==> src/rtl/arrow_launcher_pkg.sv <==
// Shared types and helpers for the arrow launcher: FSM state encoding,
// shooter ID width and the saturating health subtract.
package arrow_pkg;

  typedef enum logic [2:0] {IDLE, LAUNCH, FLIGHT, COOLDOWN, DEAD} launch_state_t;

  localparam int SHOOTER_ID_W = 8;

  function automatic logic [3:0] sat_sub4(input logic [3:0] a, input logic [3:0] b);
    return (a > b) ? (a - b) : 4'd0;
  endfunction

  function automatic int max3(input int a, input int b, input int c);
    int m;
    m = (a > b) ? a : b;
    return (m > c) ? m : c;
  endfunction

endpackage

==> src/rtl/arrow_launcher_if.sv <==
// Shot-protocol bundle between game logic, the launcher and the arrow animator.
// master = launcher side, slave = game logic / animator side.
interface arrow_launcher_if #(parameter int N_SHOOTERS = 4);
  import arrow_pkg::*;

  logic [N_SHOOTERS-1:0]   fire_req;
  logic                    hit;
  logic [SHOOTER_ID_W-1:0] who_shoot;
  logic [N_SHOOTERS-1:0]   fire_grant;
  logic                    busy;
  logic [3:0]              health;
  logic                    alive;
  logic [7:0]              hit_count;

  modport master (
    input  fire_req, hit,
    output who_shoot, fire_grant, busy, health, alive, hit_count
  );

  modport slave (
    output fire_req, hit,
    input  who_shoot, fire_grant, busy, health, alive, hit_count
  );

endinterface

==> src/rtl/arrow_launcher_rr_arbiter.sv <==
// Combinational round-robin arbiter: the search for a set request starts at ptr
// and wraps; returns a one-hot grant, the granted index and a valid flag.
module rr_arbiter #(
  parameter  int N     = 4,
  localparam int IDX_W = (N > 1) ? $clog2(N) : 1
) (
  input  logic [N-1:0]     req,
  input  logic [IDX_W-1:0] ptr,
  output logic [N-1:0]     grant,
  output logic [IDX_W-1:0] idx,
  output logic             valid
);

  logic [IDX_W-1:0] cand;

  // Walk from the farthest candidate back to ptr so the closest request wins.
  always_comb begin
    grant = '0;
    idx   = '0;
    valid = 1'b0;
    cand  = '0;
    for (int k = N - 1; k >= 0; k--) begin
      cand = IDX_W'((int'(ptr) + k) % N);
      if (req[cand]) begin
        valid       = 1'b1;
        idx         = cand;
        grant       = '0;
        grant[cand] = 1'b1;
      end
    end
  end

endmodule

==> src/rtl/arrow_launcher.sv <==
// Shot initiator: arbitrates fire requests, pulses who_shoot/fire_grant, waits out the
// flight and cooldown windows and tracks health. Optional regen under HEALTH_REGEN_EN.
module arrow_launcher
  import arrow_pkg::*;
#(
  parameter int N_SHOOTERS   = 4,
  parameter int RESULT_WIN   = 27000000,
  parameter int COOLDOWN_CYC = 1000000,
  parameter int MAX_HEALTH   = 10,
  parameter int DAMAGE       = 2,
  parameter int REGEN_CYC    = 50000000
) (
  input  logic               Clk,
  input  logic               Reset,
  arrow_launcher_if.master   bus
);

  localparam int IDX_W   = (N_SHOOTERS > 1) ? $clog2(N_SHOOTERS) : 1;
  localparam int CNT_MAX = max3(RESULT_WIN, COOLDOWN_CYC, REGEN_CYC);
  localparam int CNT_W   = $clog2(CNT_MAX + 1);

  launch_state_t           state;
  logic [SHOOTER_ID_W-1:0] who_q;
  logic [N_SHOOTERS-1:0]   grant_q;
  logic                    busy_q;
  logic [3:0]              health_q;
  logic [7:0]              hit_count_q;
  logic [IDX_W-1:0]        rr_ptr;
  logic [CNT_W-1:0]        flight_cnt;
  logic [CNT_W-1:0]        cd_cnt;
  logic                    hit_q;
  logic                    hit_taken;
`ifdef HEALTH_REGEN_EN
  logic [CNT_W-1:0]        regen_cnt;
`endif

  logic [N_SHOOTERS-1:0]   arb_grant;
  logic [IDX_W-1:0]        arb_idx;
  logic                    arb_valid;
  logic                    alive;
  logic                    hit_accept;
  logic [3:0]              health_hit;

  rr_arbiter #(.N(N_SHOOTERS)) u_arb (
    .req   (bus.fire_req),
    .ptr   (rr_ptr),
    .grant (arb_grant),
    .idx   (arb_idx),
    .valid (arb_valid)
  );

  assign alive      = (health_q != 4'd0);
  assign hit_accept = (state == FLIGHT) && bus.hit && !hit_q && !hit_taken;
  assign health_hit = sat_sub4(health_q, 4'(DAMAGE));

  always_ff @(posedge Clk) begin
    hit_q <= bus.hit;
    if (Reset) begin
      state       <= IDLE;
      who_q       <= '0;
      grant_q     <= '0;
      busy_q      <= 1'b0;
      health_q    <= 4'(MAX_HEALTH);
      hit_count_q <= '0;
      rr_ptr      <= '0;
      flight_cnt  <= '0;
      cd_cnt      <= '0;
      hit_taken   <= 1'b0;
`ifdef HEALTH_REGEN_EN
      regen_cnt   <= '0;
`endif
    end else begin
      who_q   <= '0;
      grant_q <= '0;
      case (state)
        IDLE: begin
          if (alive && arb_valid) begin
            state   <= LAUNCH;
            who_q   <= SHOOTER_ID_W'(arb_idx) + SHOOTER_ID_W'(1);
            grant_q <= arb_grant;
            busy_q  <= 1'b1;
            rr_ptr  <= (arb_idx == IDX_W'(N_SHOOTERS - 1)) ? '0 : arb_idx + IDX_W'(1);
          end
        end
        LAUNCH: begin
          state      <= FLIGHT;
          flight_cnt <= '0;
          hit_taken  <= 1'b0;
        end
        FLIGHT: begin
          if (hit_accept) begin
            health_q    <= health_hit;
            hit_taken   <= 1'b1;
            if (hit_count_q != 8'hFF) hit_count_q <= hit_count_q + 8'd1;
          end
          // A fatal hit wins over the end-of-window transition.
          if (hit_accept && health_hit == 4'd0) begin
            state  <= DEAD;
            busy_q <= 1'b0;
          end else if (flight_cnt == CNT_W'(RESULT_WIN - 1)) begin
            state  <= COOLDOWN;
            cd_cnt <= '0;
          end else begin
            flight_cnt <= flight_cnt + CNT_W'(1);
          end
        end
        COOLDOWN: begin
          if (cd_cnt == CNT_W'(COOLDOWN_CYC - 1)) begin
            state  <= IDLE;
            busy_q <= 1'b0;
          end else begin
            cd_cnt <= cd_cnt + CNT_W'(1);
          end
        end
        DEAD: begin
          busy_q <= 1'b0;
        end
        default: begin
          state  <= IDLE;
          busy_q <= 1'b0;
        end
      endcase
`ifdef HEALTH_REGEN_EN
      // Hits only land in FLIGHT, so regen never races a damage update.
      if ((state == IDLE || state == COOLDOWN) && alive && health_q < 4'(MAX_HEALTH)) begin
        if (regen_cnt == CNT_W'(REGEN_CYC - 1)) begin
          health_q  <= health_q + 4'd1;
          regen_cnt <= '0;
        end else begin
          regen_cnt <= regen_cnt + CNT_W'(1);
        end
      end else begin
        regen_cnt <= '0;
      end
`endif
    end
  end

  assign bus.who_shoot  = who_q;
  assign bus.fire_grant = grant_q;
  assign bus.busy       = busy_q;
  assign bus.health     = health_q;
  assign bus.alive      = alive;
  assign bus.hit_count  = hit_count_q;

endmodule

==> src/flat_wrapper.sv <==
// flat-port wrapper written by rule: the top's interface ports become plain ports
module arrow_launcher_flat import arrow_pkg::*;
#(
  parameter int N_SHOOTERS   = 4,
  parameter int RESULT_WIN   = 27000000,
  parameter int COOLDOWN_CYC = 1000000,
  parameter int MAX_HEALTH   = 10,
  parameter int DAMAGE       = 2,
  parameter int REGEN_CYC    = 50000000
)
  (Clk, Reset, bus_fire_req, bus_hit, bus_who_shoot, bus_fire_grant, bus_busy, bus_health, bus_alive, bus_hit_count);
  arrow_launcher_if #(.N_SHOOTERS(N_SHOOTERS)) bus_i ();
  input  logic Clk;
  input  logic Reset;
  input wire logic [$bits(bus_i.fire_req)-1:0] bus_fire_req;
  input wire logic [$bits(bus_i.hit)-1:0] bus_hit;
  output wire logic [$bits(bus_i.who_shoot)-1:0] bus_who_shoot;
  output wire logic [$bits(bus_i.fire_grant)-1:0] bus_fire_grant;
  output wire logic [$bits(bus_i.busy)-1:0] bus_busy;
  output wire logic [$bits(bus_i.health)-1:0] bus_health;
  output wire logic [$bits(bus_i.alive)-1:0] bus_alive;
  output wire logic [$bits(bus_i.hit_count)-1:0] bus_hit_count;
  assign bus_i.fire_req = bus_fire_req;
  assign bus_i.hit = bus_hit;
  assign bus_who_shoot = bus_i.who_shoot;
  assign bus_fire_grant = bus_i.fire_grant;
  assign bus_busy = bus_i.busy;
  assign bus_health = bus_i.health;
  assign bus_alive = bus_i.alive;
  assign bus_hit_count = bus_i.hit_count;
  arrow_launcher #(.N_SHOOTERS(N_SHOOTERS), .RESULT_WIN(RESULT_WIN), .COOLDOWN_CYC(COOLDOWN_CYC), .MAX_HEALTH(MAX_HEALTH), .DAMAGE(DAMAGE), .REGEN_CYC(REGEN_CYC)) u_core (.Clk(Clk), .Reset(Reset), .bus(bus_i));
endmodule
==> config.mk <==
export PLATFORM = sky130hd
export DESIGN_NAME = arrow_launcher_flat
export DESIGN_NICKNAME = d
export VERILOG_FILES = /design/src/rtl/arrow_launcher_pkg.sv /design/src/rtl/arrow_launcher_if.sv /design/src/rtl/arrow_launcher_rr_arbiter.sv /design/src/rtl/arrow_launcher.sv /design/src/flat_wrapper.sv
export SDC_FILE = /design/constraint.sdc
export NUM_CORES = 1
export LEC_CHECK = 0
export ABC_AREA = 0
export BUFFER_PORTS_ARGS = -buffer_cell sky130_fd_sc_hd__buf_4
export CORE_MARGIN = 2
export CORE_UTILIZATION = 30
export DETAILED_ROUTE_END_ITERATION = 8
export GPL_TIMING_DRIVEN = 1
export PLACE_DENSITY = 0.57
export SLEW_MARGIN = 20
export SYNTH_ARGS = -nofsm -noshare
export SYNTH_HDL_FRONTEND = slang
export SYNTH_HIERARCHICAL = 1
export SYNTH_SLANG_ARGS = --single-unit
==> constraint.sdc <==
create_clock -name Clk -period 5.6 [get_ports Clk]
set_input_delay 0.28 -clock Clk [delete_from_list [all_inputs] [get_ports Clk]]
set_output_delay 0.28 -clock Clk [all_outputs]
set_load 0.005 [all_outputs]
* After elaboration in Yosys (flattened, before gate mapping) *
Index checks and enable logic that the tools add are counted.

operators by class
  $lt $le $gt $ge = 9
  eq/ne operators = 17
  reduce and logical (&&, ||, !) cells = 25
  bitwise logic cells = 4
  muxes and demuxes = 48
  add/sub/neg operators = 9

operators by type and width
  cell                     count
  $mux W26                 5
  $pmux W26 S2             2
  $add A26 B1 Y26 const B  2
  $eq A26 B20 Y1 const B   1
  $eq A26 B25 Y1 const B   1
  $mux W4                  5
  $mux W1                  16
  $pmux W3 S5              1
  $lt A2 B3 Y1 const B     4
  $mux W3                  4
  $reduce_and A4 Y1        3
  $mux W2                  5
  $ne A2 B2 Y1 const B     5
  $logic_and A1 B1 Y1      9
  $add A8 B1 Y8 const B    1
  $bmux W1 S2              4
  $demux W1 S2             4
  $ge A2 B1 Y1 const B     4
  $ne A8 B8 Y1 const B     1
  $eq A3 B2 Y1 const B     2
  $ne A2 B1 Y1 const B     3
  $reduce_and A2 Y1        3
  $reduce_and A3 Y1        2
  $add A2 B1 Y2 const B    2
  17 further kinds         23

storage, ports and cells
  register bits after elaboration = 84
  word-level logic and storage cells = 123

* Logic depth before layout (Yosys ltp) *
Gate-level depths: netlist (run 1).

  depth in word-level cells = 10
  gate-level depth with buffers = 12

* Hierarchy *
Netlist (run 1), hierarchy kept.

by module, submodules not included
  module          instances  area each (um^2)  sequential area each (um^2)  cells each
  arrow_launcher  1          3818.7            1581.5                       453
  rr_arbiter      1          495.5             0.0                          60

* Least setup slack after synthesis (run 1) *
No wires, ideal clock.

  kind = reg2reg
  start point = reg u_core.rr_ptr[0]
  end point = reg u_core.rr_ptr[1]
  setup time = 0.128 ns
  clock period less this slack = 2.392 ns
  setup slack = 3.208 ns
  arrival time = 2.265 ns
  path buffers = 2
  data required time = 5.472 ns
  stages on the path, launching flop included = 12
  path through = dfxtp_1 -> buf_6 -> inv_1 -> ha_1 -> clkbuf_1 -> nor4bb_1 -> a21oi_1 -> o21ai_0 -> nor4_2 -> ha_1 -> mux2i_1 -> nor2_1

on the way
  word-level cells in the longest chain between the ends = 9

RTL lines
  element                                               RTL line                         RTL
  start, declared                                       arrow_launcher.sv:28             logic [IDX_W-1:0] rr_ptr;
  start signal, assigned                                arrow_launcher.sv:82             rr_ptr <= (arb_idx == IDX_W'(N_SHOOTERS - 1)) ? '0 : arb_idx + IDX_W'(1);
  $add A2 B2 Y2                                         arrow_launcher_rr_arbiter.sv:23  cand = IDX_W'((int'(ptr) + k) % N);
  $bmux W1 S2                                           arrow_launcher_rr_arbiter.sv:24  if (req[cand]) begin
  $mux W1 (not written as such)                         arrow_launcher_rr_arbiter.sv:24
  $mux W2 (3 in series)                                 arrow_launcher_rr_arbiter.sv:24
  $mux W2 (*)                                           arrow_launcher_rr_arbiter.sv:24
  via u_core.arb_idx[0]                                 arrow_launcher.sv:38             logic [IDX_W-1:0] arb_idx;
  $add A2 B1 Y2 / $eq A2 B2 Y1 (equally long branches)  arrow_launcher.sv:82
  $mux W2 (*)                                           arrow_launcher.sv:82

Mark *: on every way through the listed nets, which the timed path passes. The rest lies on a longest branch. The select of a mux whose other input is x is not followed.
A chain may end at the register's enable or synchronous reset.

* Worst setup path in the final report (run 1) *
Ends and elaborated chain as after synthesis.

==> out/qor.yml, run 1 <==
status:
  status: "finished clean"
floorplanning:
  die_area_mm2: 0.0154
  rows: 43
  core_mm2: 0.0140
  die_h_um: 124
  initial_core_util_pct: 30.8
  die_w_um: 124
  io_pins: 33
cells_and_area:
  drive_gt1_share_pct: 11.6
  syn2layout_area_growth_pct: 13.6
  final_cell_mix: "79 x dfxtp_1, 59 x nor2_1, 42 x nand2_1"
  nets: 548
  n_fill_cell: 1494
  layout_commonest_cell: "dfxtp_1"
  diodes: 0
timing:
  report.final.slew_viol_count: 0
  finalCritPeriodShare_pct: 51.1
  max_freq_mhz: 350
  hold_viol_final: 0
  rsz0062_at_grt: "no"
  hold_ws_ns: 0.0568
  tightest_slew_ns: 0.857
  finalSetupViolCount: 0
  fin_crit_ns: 2.86
  slew_headroom_pct: 42.9
  fin_skew_ns: 0.00728
  tns_ns: 0
cts:
  cts.sinks: 79
  postCtsResizedCells: 0
  cts_max_level: 3
  cts.path.max_buffers: 2
  holdBufCountCts: 0
  cts_inserted_buffers: 9
  clk_pin_slew_ns: 0.06
  cts_tree: "yes"
  cts-root-buf: "clkbuf_16"
  clk_latency_ns: 0.34
  postCtsSetupBuffers: 0
yosys:
  ys.flop_type: "dfxtp_1"
  post-synth-top-area-fraction_pct: 36.7
  synth_cells: 513
  synth_seq_cells: 79
  synth_area_per_cell_um2: 8.41
  synth_warnings: 6
  yosysTopAreaCell: "dfxtp_1"
  async_reset_ff_share_pct: 0
  synth_edf_count: 0
  syn_area_mm2: 0.00431
  synth_area_leaders: "dfxtp_1 37%, xnor2_1 5.5%, nor2_1 5.1%"
  ys_types: 61
  yosysSeqAreaShare_pct: 36.7
global_routing:
  grt_pass1_vias: 3371
  grt_overflow: 0
  grt_pass1_wl_um: 16100
  grt_max_degree: 51
  grt_usage_pct: 13.2
  antenna_found_initial: 0
setup_path:
  cp-end-kind: "flip-flop"
  path_class: "reg -> reg"
  worstPathMaxFanout: 16
  cp-start-kind: "flip-flop"
  crit_required_ns: 5.82
  cp.arrival_ns: 3.08
route:
  dr.first_iter.drc_count: 209
  wl_per_cell_um: 13.4
  dr.pass1.iters: 5
  remaining_drc_errors: 0
  vias: 3802
  wirelength_um: 9590
  ant_nets: 0
  vias_per_cell: 5.33
min_path:
  hold_path.class: "in -> reg"
power_and_ir_drop:
  power_density_mw_per_mm2: 311
  ir_drop_uv: 169
  power_mw: 1.53
  p_leak_nw: 1.63
run:
  maxCapViolations: 0
placement:
  gp_congestion: 0.851
  dp_hpwl_um: 6700
  place.port_buffers: 27
critical path: stages (launching register included):
cell and delay (ns):
dfxtp_1 0.71, inv_1 0.27, ha_1 0.55, o21ai_0 0.13, nand3_1 0.12, o21ai_0 0.10
nor4_2 0.34, ha_1 0.30, mux2i_1 0.15, nor2_1 0.06
report_power, final:
group | total, mW | switching (mW) | internal (mW)
sequential | 0.620 | 0.0347 | 0.585
clock | 0.583 | 0.238 | 0.345
combinational | 0.324 | 0.193 | 0.130
total | 1.53 | 0.466 | 1.06
through the flow:
stage	util, %	cell area [um^2]	setup slack [ns]	std cells
final	35.0	4900	2.74	713
after global routing	35.0	4900	2.48	713
after CTS	35.0	4900	2.74	713
after detailed placement	32.9	4600	2.76	697
after global placement	32.9	4600	2.94	697
after floorplan	-	4330	3.21	517
cell families (layout without fill, tap and decap cells):
logic type	count (synthesis)	in the layout	share of synthesized area, %
adder cells (fa/ha/maj)	13	13	3.77
flip-flops	79	79	36.7
XOR/XNOR	32	32	6.50
multiplexers	9	9	3.10
buffers and inverters	39	55	4.58
AND/OR/NAND/NOR	254	254	32.4
AO/OA/AOI/OAI	86	86	12.9
other	1	5	0.0869
cells in the mapped netlist, types with 13 or more instances:
cell / count
a21oi_1: 28
nor2_1: 59
nor4_1: 13
dfxtp_1: 79
o21ai_0: 15
nand3_1: 18
nand2_1: 42
or4_1: 14
nor3_1: 20
xnor2_1: 27
or3_1: 15
nand4_1: 26
ha_1: 13
clkbuf_1: 13
metal layers:
layer,wire [um],track usage [%],up-vias
met5,0,0,-
met4,178,5.55,0
met3,377,3.30,11
met2,4530,21.4,77
met1,4510,16.6,1811
li1,-,-,1903
area by class of cell:
type                    instances  area, um^2  share of cell area (%)
clock buffers                   9         225                    4.60
clock inverters                 7        71.3                    1.46
inverters                      12        45.0                   0.919
multi-input cells             399        2550                    52.0
flip-flops and latches         79        1580                    32.3
well taps                     180         225                    4.60
repair buffers                 27         203                    4.14
sequential cells by signal, summed over array words and instances, names as in the netlist:
signal	count
u_core/bus.busy	1
u_core/bus.hit_count	8
u_core/hit_q	1
u_core/rr_ptr	2
u_core/hit_taken	1
u_core/bus.fire_grant	4
u_core/state	3
u_core/bus.who_shoot	3
u_core/flight_cnt	26
u_core/cd_cnt	26
u_core/bus.health	4
path summary, 6_finish.rpt:
kind | startpoint | to | slack, ns | depth (start not counted)
worst min register to register | u_core/flight_cnt[16]$_SDFFE_PP0P_ | u_core/flight_cnt[16]$_SDFFE_PP0P_ | 0.49 | 2
worst max register to register | u_core/rr_ptr[0]$_SDFFE_PP0P_ | u_core/rr_ptr[1]$_SDFFE_PP0P_ | 2.74 | 9
worst min-delay path | bus_hit | u_core/hit_q$_DFF_P_ | 0.06 | 1
worst max-delay path | u_core/rr_ptr[0]$_SDFFE_PP0P_ | u_core/rr_ptr[1]$_SDFFE_PP0P_ | 2.74 | 9
(Power assumes the default switching activity.)
==> run 2: changes to the inputs <==
Settings changed: PLACE_DENSITY 0.57 to 0.58.
Clock period 5.6 ns to 2.32 ns, I/O delays scaled along.
==> run 2 against run 1 <==
Effect of this change: global-route usage increased by 0.74 points; non-clock buffer count grew 38; register-to-register slack lost 2.7 ns; final cell count grew 5.5%; first-iteration DRC count decreased by 14%; combinational power rose to 3.1 times the previous value; critical path type unchanged; largest cell class unchanged.
==> out/qor.yml, run 2 (synthesis gave the netlist of run 1 again) <==
floorplanning:
  io_pins: 33
  initial_core_util_pct: 30.8
  die_h_um: 124
  die_area_mm2: 0.0154
  core_mm2: 0.0140
  rows: 43
  die_w_um: 124
placement:
  place.port_buffers: 27
  preCtsSetupSlack_ns: 0.0779
  dp_hpwl_um: 7120
  gp_congestion: 0.857
cells_and_area:
  final_core_util_pct: 38.0
  diodes: 0
  final_cell_mix: "78 x dfxtp_1, 61 x buf_4, 59 x nor2_1"
  syn2layout_area_growth_pct: 23.1
  layout_commonest_cell: "dfxtp_1"
  nets: 587
  drive_gt1_share_pct: 18.2
timing:
  hold_viol_final: 0
  slew_headroom_pct: 49.3
  report.final.slew_viol_count: 0
  rsz0062_at_grt: "yes"
  tightest_slew_ns: 0.755
  finalCritPeriodShare_pct: 98.3
  layout_setup_ws_ns: 0.0388
  finalSetupViolCount: 0
  fin_crit_ns: 2.28
  max_freq_mhz: 438
  fin_skew_ns: 0.00856
power_and_ir_drop:
  power_mw: 4.11
  power_density_mw_per_mm2: 774
  power_frac_comb_pct: 24.7
  ir_drop_uv: 492
  p_sw_share_pct: 28.1
  p_int_mw: 2.95
  sequentialPowerShare_pct: 35.4
  p_leak_nw: 1.87
  p_clk_share_pct: 39.9
  switchingPower_mw: 1.16
route:
  vias_per_cell: 5.17
  ant_nets: 0
  remaining_drc_errors: 0
  vias: 3887
  dr.pass1.iters: 4
  wl_per_cell_um: 13.7
  dr.first_iter.drc_count: 179
  wirelength_um: 10300
setup_path:
  cp-start-kind: "flip-flop"
  worstPathMaxFanout: 10
  path_class: "reg -> reg"
  cp-end-kind: "flip-flop"
  cp.arrival_ns: 2.51
  crit_required_ns: 2.55
run:
  maxCapViolations: 0
cts:
  clk_latency_ns: 0.34
  cts_tree: "yes"
  cts.path.max_buffers: 2
  cts-root-buf: "clkbuf_16"
  cts_inserted_buffers: 9
  clk_pin_slew_ns: 0.06
  cts.sinks: 79
  cts_max_level: 3
min_path:
  hold_path.class: "in -> reg"
global_routing:
  grt_max_degree: 27
  grt_pass1_vias: 3647
  grt_usage_pct: 13.9
  grt_pass1_wl_um: 17000
  grt_overflow: 0
  antenna_found_initial: 0
status:
  status: "finished clean"
## run 2: power groups by stage
stage	Combinational [mW]	Clock, mW	Sequential (mW)
after floorplan	0.643	0	1.50
after global placement	0.972	0	1.48
after detailed placement	0.991	0	1.48
after CTS	0.997	1.68	1.45
after global routing	1.12	1.74	1.46
final	1.01	1.64	1.45
## run 2: final cells by class
cell class | count | area [um^2]
Clock buffer | 10 | 239
Clock inverter | 6 | 108
Fill cell | 1393 | 8680
Inverter | 12 | 45.0
Multi-Input combinational cell | 400 | 2580
Sequential cell | 79 | 1590
Tap cell | 180 | 225
Timing Repair Buffer | 65 | 528
## run 2: final timing paths
check                               startpoint                        endpoint  slack, ns  cells past startpoint
min                                      Reset    u_core/state[1]$_SDFFE_PP0P_       0.15                      2
min reg2reg      u_core/hit_taken$_SDFFE_PP0P_   u_core/hit_taken$_SDFFE_PP0P_       0.48                      2
max          u_core/flight_cnt[6]$_SDFFE_PP0P_  u_core/cd_cnt[13]$_SDFFE_PP0P_       0.04                      7
max reg2reg  u_core/flight_cnt[6]$_SDFFE_PP0P_  u_core/cd_cnt[13]$_SDFFE_PP0P_       0.04                      7
## run 2: critical path, stage by stage (launching register included)
cell and delay, ns:
dfxtp_1 0.31, or4b_1 0.57, nor4_4 0.23, buf_4 0.19, a31oi_2 0.23, nor4_1 0.43
xnor2_1 0.17, nor2_1 0.06
## run 2: layer usage
metal  track usage (%)  routed length, um  share of wire [%]  vias up
li1                  -                  -                  -     1984
met1              17.8               5020                 49     1838
met2              22.6               4850                 47       56
met3              3.57                299                2.9        9
met4              4.85                144                1.4        0
met5                 0                  0                  0        -
## run 2: repair_timing
action	4_1_cts	5_1_grt
hold buffers	1	0
endpoints found under the setup margin	0	23
resized for setup	0	4
setup buffers	0	1
endpoints found under the hold margin	1	0
## run 2: through the flow
| stage | setup TNS, ns | hold WS, ns | cells | instance area, um^2 |
|---|---|---|---|---|
| global placement | 0 | 0.238 | 733 | 4910 |
| global route | -0.0299 | 0.142 | 752 | 5310 |
| CTS | 0 | 0.133 | 750 | 5270 |
| detailed placement | 0 | 0.240 | 733 | 4910 |
| finish | 0 | 0.146 | 752 | 5310 |
| floorplan | 0 | 0.144 | 517 | 4330 |
==> run 3: changes to the inputs <==
Settings changed: CORE_UTILIZATION 30 to 45, PLACE_DENSITY 0.58 to 0.76.
==> run 3 against run 2 <==
Effect of this change: sequential power is essentially flat; power shrank 17%; cell area shrank 3.8%; count of clock-buffer cells in the layout is the same; sequential cell count is the same; global-route usage grew 6.2 points; critical path depth is the same; sequential share of layout area grew 1.1 points; final cell count shrank 6.8%; core utilization grew 17 points; routed wire length shrank 0.41%.
==> out/qor.yml, run 3 (synthesis gave the netlist of run 1 again) <==
cts:
  clk_pin_slew_ns: 0.08
  cts_inserted_buffers: 9
  cts_max_level: 3
  cts_tree: "yes"
  cts-root-buf: "clkbuf_8"
  clk_latency_ns: 0.34
  cts.path.max_buffers: 2
  cts.sinks: 79
setup_path:
  crit_chain: "or4_4 -> nor4_4 -> buf_4 -> a31oi_2 -> nor4_1 -> xnor2_1 -> nor2_1"
  timing.rr.end: "u_core/cd_cnt[9]$_SDFFE_PP0P_"
  reg2reg_from: "u_core/flight_cnt[18]$_SDFFE_PP0P_"
  cp-end-kind: "flip-flop"
  cp_num_buf_inv: 1
  path_class: "reg -> reg"
  critPathMaxStageDelay_ns: 0.55
  rrSetupSlack_ns: 0.09
  cp.arrival_ns: 2.46
  crit_required_ns: 2.56
  cp_slowest_cell: "or4_4"
  worstPathMaxFanout: 10
  cp-start-kind: "flip-flop"
  r2r.worst_path.cells: 7
  cp_top_family: "simple AND/OR/NAND/NOR gates"
cells_and_area:
  final_cell_mix: "78 x dfxtp_1, 64 x buf_4, 59 x nor2_1"
  drive_gt1_share_pct: 18.9
  nets: 589
  fin_cells: 701
  layout_commonest_cell: "dfxtp_1"
  diodes: 0
  syn2layout_area_growth_pct: 18.4
floorplanning:
  die_area_mm2: 0.0104
  initial_core_util_pct: 46.5
  die_h_um: 102
  core_mm2: 0.00928
  rows: 35
  io_pins: 33
  die_w_um: 102
timing:
  finalSetupViolCount: 0
  fin_crit_ns: 2.23
  hold_viol_final: 0
  fin_skew_ns: 0.00801
  slew_headroom_pct: 58.3
  report.final.slew_viol_count: 0
  rsz0062_at_grt: "yes"
  layout_setup_ws_ns: 0.0946
  hold_ws_ns: 0.128
  max_freq_mhz: 449
  finalCritPeriodShare_pct: 95.9
  tightest_slew_ns: 0.626
power_and_ir_drop:
  p_leak_nw: 1.79
  ir_drop_uv: 504
  power_mw: 3.40
  power_density_mw_per_mm2: 665
global_routing:
  met2_usage_pct: 35.8
  grt_pass1_wl_um: 17000
  antenna_found_initial: 0
  grt_pass1_vias: 3745
  grt_usage_pct: 20.0
  grt_max_degree: 48
  top_usage_layer: "met2"
  use_met1_pct: 25.0
  use_met3_pct: 3.35
  grt_overflow: 0
placement:
  place.port_buffers: 27
  dp_hpwl_um: 6860
  gp_congestion: 0.895
  placed_cells: 684
  preCtsSetupSlack_ns: -0.146
min_path:
  min_delay_worst_endpoint: "u_core/bus.hit_count[7]$_SDFFE_PP0P_"
  hold_path.class: "in -> reg"
  whs_path_depth: 2
  min-delay-start: "Reset"
route:
  vias: 4027
  vias_per_cell: 5.74
  ant_nets: 0
  wl_per_cell_um: 14.7
  wirelength_um: 10300
  remaining_drc_errors: 0
  dr.first_iter.drc_count: 128
  dr.pass1.iters: 4
status:
  status: "finished clean"
run:
  maxCapViolations: 0
[run 3: changes by cell type in the layout (fill, tap and decap cells not counted), moves of 2 or more]
cell,previous run,this run
nor3_1,19,15
buf_12,3,1
clkbuf_8,1,9
buf_4,61,64
bufinv_16,3,1
nor3_2,1,5
clkbuf_16,9,0
o22a_4,0,2
[run 3: stage by stage]
| stage | instance area (um^2) | TNS [ns] | utilization (%) |
|---|---|---|---|
| after floorplan | 4330 | 0 | - |
| after global placement | 4840 | -0.0603 | 52.1 |
| after detailed placement | 4840 | -0.513 | 52.1 |
| after CTS | 5050 | 0 | 54.4 |
| after global routing | 5110 | -0.0235 | 55.0 |
| final | 5110 | 0 | 55.0 |
[run 3: cell type report]
cell class | count | area, um^2
Timing Repair Buffer | 66 | 510
Clock inverter | 4 | 48.8
Fill cell | 870 | 4180
Tap cell | 129 | 161
Inverter | 12 | 45.0
Multi-Input combinational cell | 401 | 2630
Clock buffer | 10 | 128
Sequential cell | 79 | 1580
[run 3: per-layer routing]
layer | vias up | wire [um]
li1 | 1983 | -
met1 | 1924 | 4550
met2 | 107 | 5110
met3 | 13 | 474
met4 | 0 | 148
met5 | - | 0
[run 3: worst max path at each step]
stage	from	to	slack, ns	cells past startpoint
after floorplan	u_core/bus.health[1]$_SDFFE_PP1P_	u_core/flight_cnt[11]$_SDFFE_PP0P_	0.0004	9
after global placement	u_core/flight_cnt[18]$_SDFFE_PP0P_	u_core/flight_cnt[20]$_SDFFE_PP0P_	-0.03	7
after detailed placement	u_core/flight_cnt[18]$_SDFFE_PP0P_	u_core/flight_cnt[24]$_SDFFE_PP0P_	-0.15	7
after CTS	u_core/bus.health[2]$_SDFFE_PP0P_	u_core/cd_cnt[5]$_SDFFE_PP0P_	0.04	9
after global routing	u_core/flight_cnt[18]$_SDFFE_PP0P_	u_core/cd_cnt[25]$_SDFFE_PP0P_	-0.02	7
final	u_core/flight_cnt[18]$_SDFFE_PP0P_	u_core/cd_cnt[9]$_SDFFE_PP0P_	0.09	7
[run 3: power breakdown]
part           internal (mW)  total [mW]  switching [mW]
sequential              1.41        1.44          0.0320
clock                  0.484       0.962           0.477
combinational          0.438       0.992           0.554
total                   2.33        3.40            1.06
[run 3: repair_timing]
| item | 4_1_cts | 5_1_grt |
|---|---|---|
| buffers inserted | 0 | 0 |
| gates cloned | 1 | 1 |
| endpoints found under the hold margin | 1 | 0 |
| pin swaps | 1 | 0 |
| hold buffers | 1 | 0 |
| setup endpoints to repair | 25 | 20 |
| gates resized for setup | 2 | 8 |
